==> src/rtl/instr_encoder.sv <==
// instr_encoder: LEGv8 instruction encoder with a 2-entry write FIFO.
// Requests (op + fields) are range-checked and encoded into 32-bit words.
// Legal words are pushed with an auto-incrementing byte address.
// Ports:
//   CLK, Reset            clock, async active-high reset
//   start, base_addr      begin a program load at base_addr (IDLE only)
//   req_*                 encode request handshake and fields
//   mem_*                 instruction write handshake (FIFO head)
//   err, err_count        reject pulse and saturating reject count
//   word_count            words written since start (wrapping)
//   busy, done            load in progress / one-cycle completion pulse
module instr_encoder (
  input  logic        CLK,
  input  logic        Reset,
  input  logic        start,
  input  logic [63:0] base_addr,
  input  logic        req_valid,
  output logic        req_ready,
  input  logic [3:0]  req_op,
  input  logic [4:0]  req_rd,
  input  logic [4:0]  req_rn,
  input  logic [4:0]  req_rm,
  input  logic [31:0] req_imm,
  input  logic [1:0]  req_hw,
  input  logic        req_last,
  output logic        mem_valid,
  input  logic        mem_ready,
  output logic [63:0] mem_addr,
  output logic [31:0] mem_wdata,
  output logic        err,
  output logic [7:0]  err_count,
  output logic [15:0] word_count,
  output logic        busy,
  output logic        done
);

  localparam int unsigned ADDR_W = 64;
  localparam int unsigned WORD_W = 32;
  localparam int unsigned CNT_W  = 2;

  localparam logic [3:0] OP_ADD  = 4'd0;
  localparam logic [3:0] OP_SUB  = 4'd1;
  localparam logic [3:0] OP_AND  = 4'd2;
  localparam logic [3:0] OP_ORR  = 4'd3;
  localparam logic [3:0] OP_ADDI = 4'd4;
  localparam logic [3:0] OP_SUBI = 4'd5;
  localparam logic [3:0] OP_MOVZ = 4'd6;
  localparam logic [3:0] OP_B    = 4'd7;
  localparam logic [3:0] OP_CBZ  = 4'd8;
  localparam logic [3:0] OP_LDUR = 4'd9;
  localparam logic [3:0] OP_STUR = 4'd10;

  typedef enum logic [1:0] {IDLE, RUN, DRAIN} state_t;

  typedef struct packed {
    logic [ADDR_W-1:0] addr;
    logic [WORD_W-1:0] word;
  } entry_t;

  state_t             state_q, state_d;
  logic [ADDR_W-1:0]  addr_q, addr_d;
  logic [CNT_W-1:0]   count_q, count_d;
  entry_t             fifo0_q, fifo0_d;
  entry_t             fifo1_q, fifo1_d;
  logic               err_q, err_d;
  logic               done_q, done_d;
  logic               busy_q, busy_d;
  logic [7:0]         err_count_q, err_count_d;
  logic [15:0]        word_count_q, word_count_d;

  logic               legal;
  logic [WORD_W-1:0]  enc_word;
  logic signed [31:0] imm_s;
  logic               accept, push, pop;

  assign imm_s = req_imm;

  // Encoder and immediate range check
  always_comb begin
    enc_word = '0;
    legal    = 1'b1;
    case (req_op)
      OP_ADD:  enc_word = {11'b10001011000, req_rm, 6'b000000, req_rn, req_rd};
      OP_SUB:  enc_word = {11'b11001011000, req_rm, 6'b000000, req_rn, req_rd};
      OP_AND:  enc_word = {11'b10001010000, req_rm, 6'b000000, req_rn, req_rd};
      OP_ORR:  enc_word = {11'b10101010000, req_rm, 6'b000000, req_rn, req_rd};
      OP_ADDI, OP_SUBI: begin
        enc_word = {(req_op == OP_ADDI) ? 10'b1001000100 : 10'b1101000100,
                    req_imm[11:0], req_rn, req_rd};
        legal    = (imm_s >= 32'sd0) && (imm_s <= 32'sd4095);
      end
      OP_MOVZ: begin
        enc_word = {9'b110100101, req_hw, req_imm[15:0], req_rd};
        legal    = (imm_s >= 32'sd0) && (imm_s <= 32'sd65535);
      end
      OP_B: begin
        enc_word = {6'b000101, req_imm[25:0]};
        legal    = (imm_s >= -32'sd33554432) && (imm_s <= 32'sd33554431);
      end
      OP_CBZ: begin
        enc_word = {8'b10110100, req_imm[18:0], req_rd};
        legal    = (imm_s >= -32'sd262144) && (imm_s <= 32'sd262143);
      end
      OP_LDUR, OP_STUR: begin
        enc_word = {(req_op == OP_LDUR) ? 11'b11111000010 : 11'b11111000000,
                    req_imm[8:0], 2'b00, req_rn, req_rd};
        legal    = (imm_s >= -32'sd256) && (imm_s <= 32'sd255);
      end
      default: legal = 1'b0;
    endcase
  end

  // Ready depends only on registered state so it never loops back through req_valid
  assign req_ready = (state_q == RUN) && (count_q < CNT_W'(2));
  assign mem_valid = (count_q != '0);
  assign accept    = req_valid && req_ready;
  assign push      = accept && legal;
  assign pop       = mem_valid && mem_ready;

  // Next-state, FIFO and counters
  always_comb begin
    state_d      = state_q;
    addr_d       = addr_q;
    count_d      = count_q;
    fifo0_d      = fifo0_q;
    fifo1_d      = fifo1_q;
    err_d        = 1'b0;
    done_d       = 1'b0;
    err_count_d  = err_count_q;
    word_count_d = word_count_q;

    // Shift FIFO: entry 0 is always the head
    if (pop) begin
      fifo0_d      = fifo1_q;
      word_count_d = word_count_q + 16'd1;
    end
    if (push) begin
      if ((count_q == '0) || ((count_q == CNT_W'(1)) && pop)) begin
        fifo0_d = {addr_q, enc_word};
      end else begin
        fifo1_d = {addr_q, enc_word};
      end
      addr_d = addr_q + ADDR_W'(4);
    end
    count_d = count_q + CNT_W'(push) - CNT_W'(pop);

    if (accept && !legal) begin
      err_d = 1'b1;
      if (err_count_q != 8'hFF) err_count_d = err_count_q + 8'd1;
    end

    case (state_q)
      IDLE: begin
        if (start) begin
          state_d      = RUN;
          addr_d       = base_addr;
          word_count_d = '0;
          err_count_d  = '0;
        end
      end
      RUN: begin
        if (accept && req_last) state_d = DRAIN;
      end
      DRAIN: begin
        if (count_q == '0) begin
          state_d = IDLE;
          done_d  = 1'b1;
        end
      end
      default: state_d = IDLE;
    endcase

    busy_d = (state_d != IDLE);
  end

  always_ff @(posedge CLK or posedge Reset) begin
    if (Reset) begin
      state_q      <= IDLE;
      addr_q       <= '0;
      count_q      <= '0;
      fifo0_q      <= '0;
      fifo1_q      <= '0;
      err_q        <= 1'b0;
      done_q       <= 1'b0;
      busy_q       <= 1'b0;
      err_count_q  <= '0;
      word_count_q <= '0;
    end else begin
      state_q      <= state_d;
      addr_q       <= addr_d;
      count_q      <= count_d;
      fifo0_q      <= fifo0_d;
      fifo1_q      <= fifo1_d;
      err_q        <= err_d;
      done_q       <= done_d;
      busy_q       <= busy_d;
      err_count_q  <= err_count_d;
      word_count_q <= word_count_d;
    end
  end

  assign mem_addr   = fifo0_q.addr;
  assign mem_wdata  = fifo0_q.word;
  assign err        = err_q;
  assign err_count  = err_count_q;
  assign word_count = word_count_q;
  assign busy       = busy_q;
  assign done       = done_q;

endmodule

==> config.mk <==
export PLATFORM = sky130hd
export DESIGN_NAME = instr_encoder
export DESIGN_NICKNAME = d
export VERILOG_FILES = /design/src/rtl/instr_encoder.sv
export SDC_FILE = /design/constraint.sdc
export NUM_CORES = 1
export LEC_CHECK = 0
export CAP_MARGIN = 30
export CORE_MARGIN = 3
export CORE_UTILIZATION = 53
export CTS_CLUSTER_SIZE = 28
export DETAILED_ROUTE_END_ITERATION = 10
export PLACE_DENSITY = 0.85
export SLEW_MARGIN = 20
export SYNTH_ARGS = -nofsm -noshare
export SYNTH_HDL_FRONTEND = slang
export SYNTH_SLANG_ARGS = --single-unit
==> constraint.sdc <==
create_clock -name CLK -period 10.16 [get_ports CLK]
set_input_delay 1.016 -clock CLK [delete_from_list [all_inputs] [get_ports CLK]]
set_output_delay 1.016 -clock CLK [all_outputs]
set_load 0.01 [all_outputs]
## After elaboration in Yosys (flattened, before gate mapping)

Cells that the tools add are included.

| operators by class | value |
|---|---|
| add/sub/neg operators | 5 |
| $mul | 0 |
| div/mod/pow operators | 0 |
| magnitude comparators | 10 |
| equality and inequality tests | 14 |
| shifts and indexed selects | 0 |
| multiplexer cells | 24 |
| bitwise gates (word level) | 1 |
| reductions and logical operators | 23 |

Operator list:

| operator | number |
|---|---|
| 96-bit two-way mux | 3 |
| 32-bit case mux with 9 select lines | 1 |
| 64-bit two-way mux | 3 |
| 64-bit by 3-bit adder with 64-bit output (second input constant) | 1 |
| 16-bit two-way mux | 3 |
| 32-bit by 1-bit greater-or-equal comparator with 1-bit output (second input constant) | 1 |
| 32-bit by 19-bit greater-or-equal comparator with 1-bit output (second input constant) | 1 |
| 32-bit by 26-bit greater-or-equal comparator with 1-bit output (second input constant) | 1 |
| 32-bit by 9-bit greater-or-equal comparator with 1-bit output (second input constant) | 1 |
| 32-bit by 13-bit less-or-equal comparator with 1-bit output (second input constant) | 1 |
| 32-bit by 17-bit less-or-equal comparator with 1-bit output (second input constant) | 1 |
| 32-bit by 19-bit less-or-equal comparator with 1-bit output (second input constant) | 1 |
| 32-bit by 26-bit less-or-equal comparator with 1-bit output (second input constant) | 1 |
| 32-bit by 9-bit less-or-equal comparator with 1-bit output (second input constant) | 1 |
| 8-bit two-way mux | 4 |
| 16-bit by 1-bit adder with 16-bit output (second input constant) | 1 |
| 4-bit by 3-bit equality test with 1-bit output (second input constant) | 4 |
| 4-bit equality test (second input constant) | 3 |
| 1-bit logical AND | 12 |
| 9-bit two-way mux | 1 |
| 8-bit by 1-bit adder with 8-bit output (second input constant) | 1 |
| 4-bit by 2-bit equality test with 1-bit output (second input constant) | 2 |
| 2-bit two-way mux | 4 |
| 8-bit inequality test (second input constant) | 1 |
| 18 further kinds | 24 |

| storage, ports and cells | value |
|---|---|
| bits in registers | 287 |
| bits in latches | 0 |
| RAM bits | 0 |
| bits in read-only memories | 0 |
| input bits | 123 |
| output and inout bits | 125 |
| logic and storage cells | 89 |
| memories kept | 0 |

## Depth between registers and ports, before layout

| depth | value |
|---|---|
| depth in word-level cells | 8 |
| gate-level depth with buffers | 15 |
| mapped depth without buffers | 11 |

## Worst setup path after synthesis

Ideal clock, no wire load.

| timing | value |
|---|---|
| path kind | input-to-reg |
| start | in req_imm[29] |
| end | reg count_q[1] |
| setup time | 0.123 ns |
| data arrival time | 3.632 ns |
| data required time | 10.037 ns |
| slack | 6.404 ns |
| stages on the path | 13 |
| buffers on the path | 2 |
| cell sequence | or4_1 > nand4b_4 > a21boi_4 > o311a_4 > a31oi_4 > inv_2 > buf_6 > clkbuf_1 > ha_1 > inv_1 > ha_1 > xnor2_1 > xnor2_1 |

| on the way | value |
|---|---|
| longest elaborated chain between the ends | 6 |
| elaborated cells between the ends (all ways) | 18 |
| classes of those cells | add/sub: 2; order compare: 9; mux: 1; reduce/logical: 6 |

Ends and longest elaborated chain:

| what | RTL line | RTL |
|---|---|---|
| start, declared | 23 | `input logic [31:0] req_imm,` |
| 32-bit by 9-bit greater-or-equal comparator with 1-bit output (tied with other cells) | 107 | `legal = (imm_s >= -32'sd256) && (imm_s <= 32'sd255);` |
| 1-bit logical AND, on equally long branches | -- |  |
| 1-bit case mux with 6 select lines (*) | 82 | `case (req_op)` |
| 1-bit logical AND (*) | 117 | `assign push = accept && legal;` |
| 2-bit by 1-bit adder with 2-bit output (*) | 145 | `count_d = count_q + CNT_W'(push) - CNT_W'(pop);` |
| 2-bit by 1-bit subtractor with 2-bit output (*) | 145 |  |
| net count_d[1] | 62 | `logic [CNT_W-1:0] count_q, count_d;` |
| end signal, assigned | 191 | `count_q <= count_d;` |
| end, declared | 62 |  |

The timed path passes the listed nets; every way through them passes the cells marked *.
A chain may end at the register's enable or synchronous reset.

## Final worst setup path

| timing | value |
|---|---|
| start | in req_op[3] |
| end | reg fifo1_q[35] (netlist name) |

| on the way | value |
|---|---|
| longest elaborated chain between the ends | 5 |
| elaborated cells between the ends (all ways) | 17 |
| classes of those cells | eq/ne: 10; mux: 1; reduce/logical: 6 |

Ends and longest elaborated chain:

| what | RTL line | RTL |
|---|---|---|
| start, declared | 19 | `input logic [3:0] req_op,` |
| 4-bit by 2-bit equality test with 1-bit output (tied with other cells) | 82 |  |
| 4-bit OR reduction (no line) or 2-bit OR reduction (tied branches) | -- |  |
| 1-bit case mux with 6 select lines (*) | 82 |  |
| 1-bit logical AND (*) | 117 |  |
| 2-bit AND reduction (no line) (*) | -- |  |
| end signal, assigned | 193 | `fifo1_q <= fifo1_d;` |
| end, declared | 64 | `entry_t fifo1_q, fifo1_d;` |

Mark *: on every way between the ends. The rest lies on a longest branch, timed or not.

==> metrics <==
HPWL Detailed 27.5 mm; Post-Syn Instances 1,521; Clock Pin Slew Worst Setup and Hold Paths roughly 60 ps; Worst-Skew Late Latency ~550 ps; IO Port Bufs approximately 250; Slew Limit Fails 0; initial core utilization 0.548; Seq cells post-synth 287; core area 25,600 um2; switch share 0.351; pwr dens 272 nW/um2; First-pass DRT Iterations 6; Tcrit/Tclk final 0.454; most frequent cells in the layout nand2_1 (288), dfrtp_1 (287), clkdlybuf4s50_1 (247), nor2_1 (187), a31oi_1 (143); Detail Route Antenna Nets 0; Crit Path Max Fanout between 50 and 60; CTS sink count 287; Initial DRC Count 1,539; antenna violations before repair 0; Syn Nets 1,649; post-CTS sizing 0; Synth async-reset ratio 1.00; GRT overflow 0; fin area 17,800 um2; DIE AREA 28,500 um2; via count of the first global-routing pass roughly 12,000; layout cells sized above 1 0.101; CTS Buffer Depth 3; DRT Wirelength slightly above 40 mm; commonest non-fill, non-tap cell in the layout nand2_1; Reg power frac 0.429; worst path arrival time 5050 ps; worst path required time 10,590 ps; Die Ht 169 um; final hold violations 0; cts hold-fix bufs 0; Final Skew 11.4 ps; row cnt between 50 and 60; Die X ~170 um; dpl cell area between 15,000 and 20,000 um2; leakage dissipation approximately 7.4 nW; HP Class flip-flop to flip-flop; post-route minimum period 4620 ps; pin count of the biggest net entering global routing 95; htree depth 1; DRC 0; Fillers ~1,800; average size of a mapped cell 9.23 um2; WS Path Type primary input to flip-flop; CTS Buf Count 30; Final Setup Violations 0; first-pass GRT wire length roughly 65 mm; RSZ-0062 raised after global routing no; worst vdd ir 161 uV; post-synth cell types 58; YS warnings 0; Post-synth EDFFs 0; sequential share of the synthesized area 0.512; Critical Path End Type flip-flop; TNS Setup 0 ps; TritonCTS clock tree done; maxcap violations 0; fmax approximately 220 MHz; Combinational Power Share 0.334; vias per inst 6.18; Tot GR Track Use 0.280; area grow syn2layout 27.2%; mapped cell area ~14,000 um2; Post-CTS Setup Repair Bufs 0; Worst-Margin Slew 952 ps; Max-Slew Margin vs Limit 0.365; clock share of power 0.237; Psw 1.70 mW; Int Power 3.14 mW; gpl congestion 0.969; diode count 0; Root Driver clkbuf_16; post-DR wirelength/cell ~20 um; final-stage net count 1,844; crit start category primary input; I/O pin cnt roughly 250; status finished, final reports clean; ys flop type dfrtp_1; routed vias 12,800
through the flow:
step / setup WS (ps) / utilization / hold slack [ps] / power [mW] / std cells
after floorplan: 1220 / - / 463 / 2.91 / 1521
after global placement: 4950 / 0.650 / 477 / 3.59 / 2006
after detailed placement: 4960 / 0.654 / 495 / 3.68 / 2010
after CTS: 5510 / 0.694 / 509 / 4.85 / 2065
after global routing: 5340 / 0.697 / 520 / 5.13 / 2069
final: 5540 / 0.697 / 508 / 4.85 / 2069
power groups by stage:
| stage | clock [mW] | sequential (mW) | combinational (mW) |
|---|---|---|---|
| finish | 1.15 | 2.08 | 1.62 |
| global route | 1.21 | 2.15 | 1.78 |
| CTS | 1.16 | 2.07 | 1.62 |
| detailed placement | 0 | 2.08 | 1.60 |
| global placement | 0 | 2.05 | 1.54 |
| floorplan | 0 | 2.03 | 0.879 |
flip-flops by register name, indices dropped and copies added, names as in the netlist:
| register | count |
|---|---|
| word_count | 16 |
| done | 1 |
| addr_q | 64 |
| fifo1_q | 96 |
| count_q | 2 |
| state_q | 2 |
| mem_wdata | 32 |
| busy | 1 |
| mem_addr | 64 |
| err | 1 |
| err_count | 8 |
metal layers:
| metal | wire [um] | GRT usage | part of all wire |
|---|---|---|---|
| met3 | 3210 | 0.0430 | 0.078 |
| met2 | 19300 | 0.441 | 0.47 |
| met4 | 1630 | 0.0982 | 0.040 |
| met1 | 16900 | 0.398 | 0.41 |
| met5 | 0 | 0 | 0 |
critical path: stages:
cell             delay, ps
clkdlybuf4s50_1        550
nand2b_1               240
nor2_1                 650
a31oi_1                210
or4_1                  860
a311oi_4               330
buf_4                  450
buf_12                 310
mux2_2                 370
kinds of logic after synthesis:
logic type	share of synthesized area
buffers and inverters	0.0358
multiplexers	0.0646
adder cells (fa/ha/maj)	0.00446
AND/OR/NAND/NOR	0.223
AO/OA/AOI/OAI	0.141
flip-flops	0.512
XOR/XNOR	0.0187
area by class of cell:
class | count | area [um2] | area share
timing repair buffer | 269 | 2730 | 0.153
clock buffer | 43 | 871 | 0.0488
sequential | 287 | 7180 | 0.402
clock inverter | 12 | 168 | 0.00940
multi-input combinational | 1108 | 6400 | 0.359
tap | 330 | 413 | 0.0231
inverter | 20 | 83.8 | 0.00470
Yosys cell counts (all sizes together), types with 5 or more instances:
master / count / area [um2]
or2: 5 / 31.3
o21ai: 67 / 335
mux2: 77 / 867
nand2: 290 / 1090
a31oi: 144 / 916
nand2b: 6 / 37.5
nand3: 38 / 190
inv: 20 / 75.1
xor2: 11 / 96.3
a222oi: 11 / 110
and4: 9 / 78.8
a22oi: 17 / 128
a21oi: 28 / 140
and2: 6 / 37.5
nor4: 10 / 75.1
xnor2: 19 / 166
nor3: 19 / 100
and3: 14 / 87.6
buf: 21 / 109
ha: 5 / 62.6
dfrtp: 287 / 7180
o31ai: 18 / 135
o311ai: 5 / 51.3
nor2: 187 / 702
or4: 19 / 143
clkbuf: 85 / 319
or3: 35 / 219
nand4: 40 / 250
path summary, 6_finish.rpt:
check	endpoint	slack (ps)	cells after the start	from
min reg2reg	fifo1_q[90]	510	1	fifo1_q[90]
min in group asynchronous	mem_wdata[1]	880	2	Reset
max reg2reg	addr_q[60]	6950	9	addr_q[2]
max in group asynchronous	mem_addr[25]	7700	4	Reset
max	fifo1_q[35]	5540	9	req_op[3]
min	fifo1_q[90]	510	1	fifo1_q[90]
Note: power is estimated with default switching activity, not from simulation.
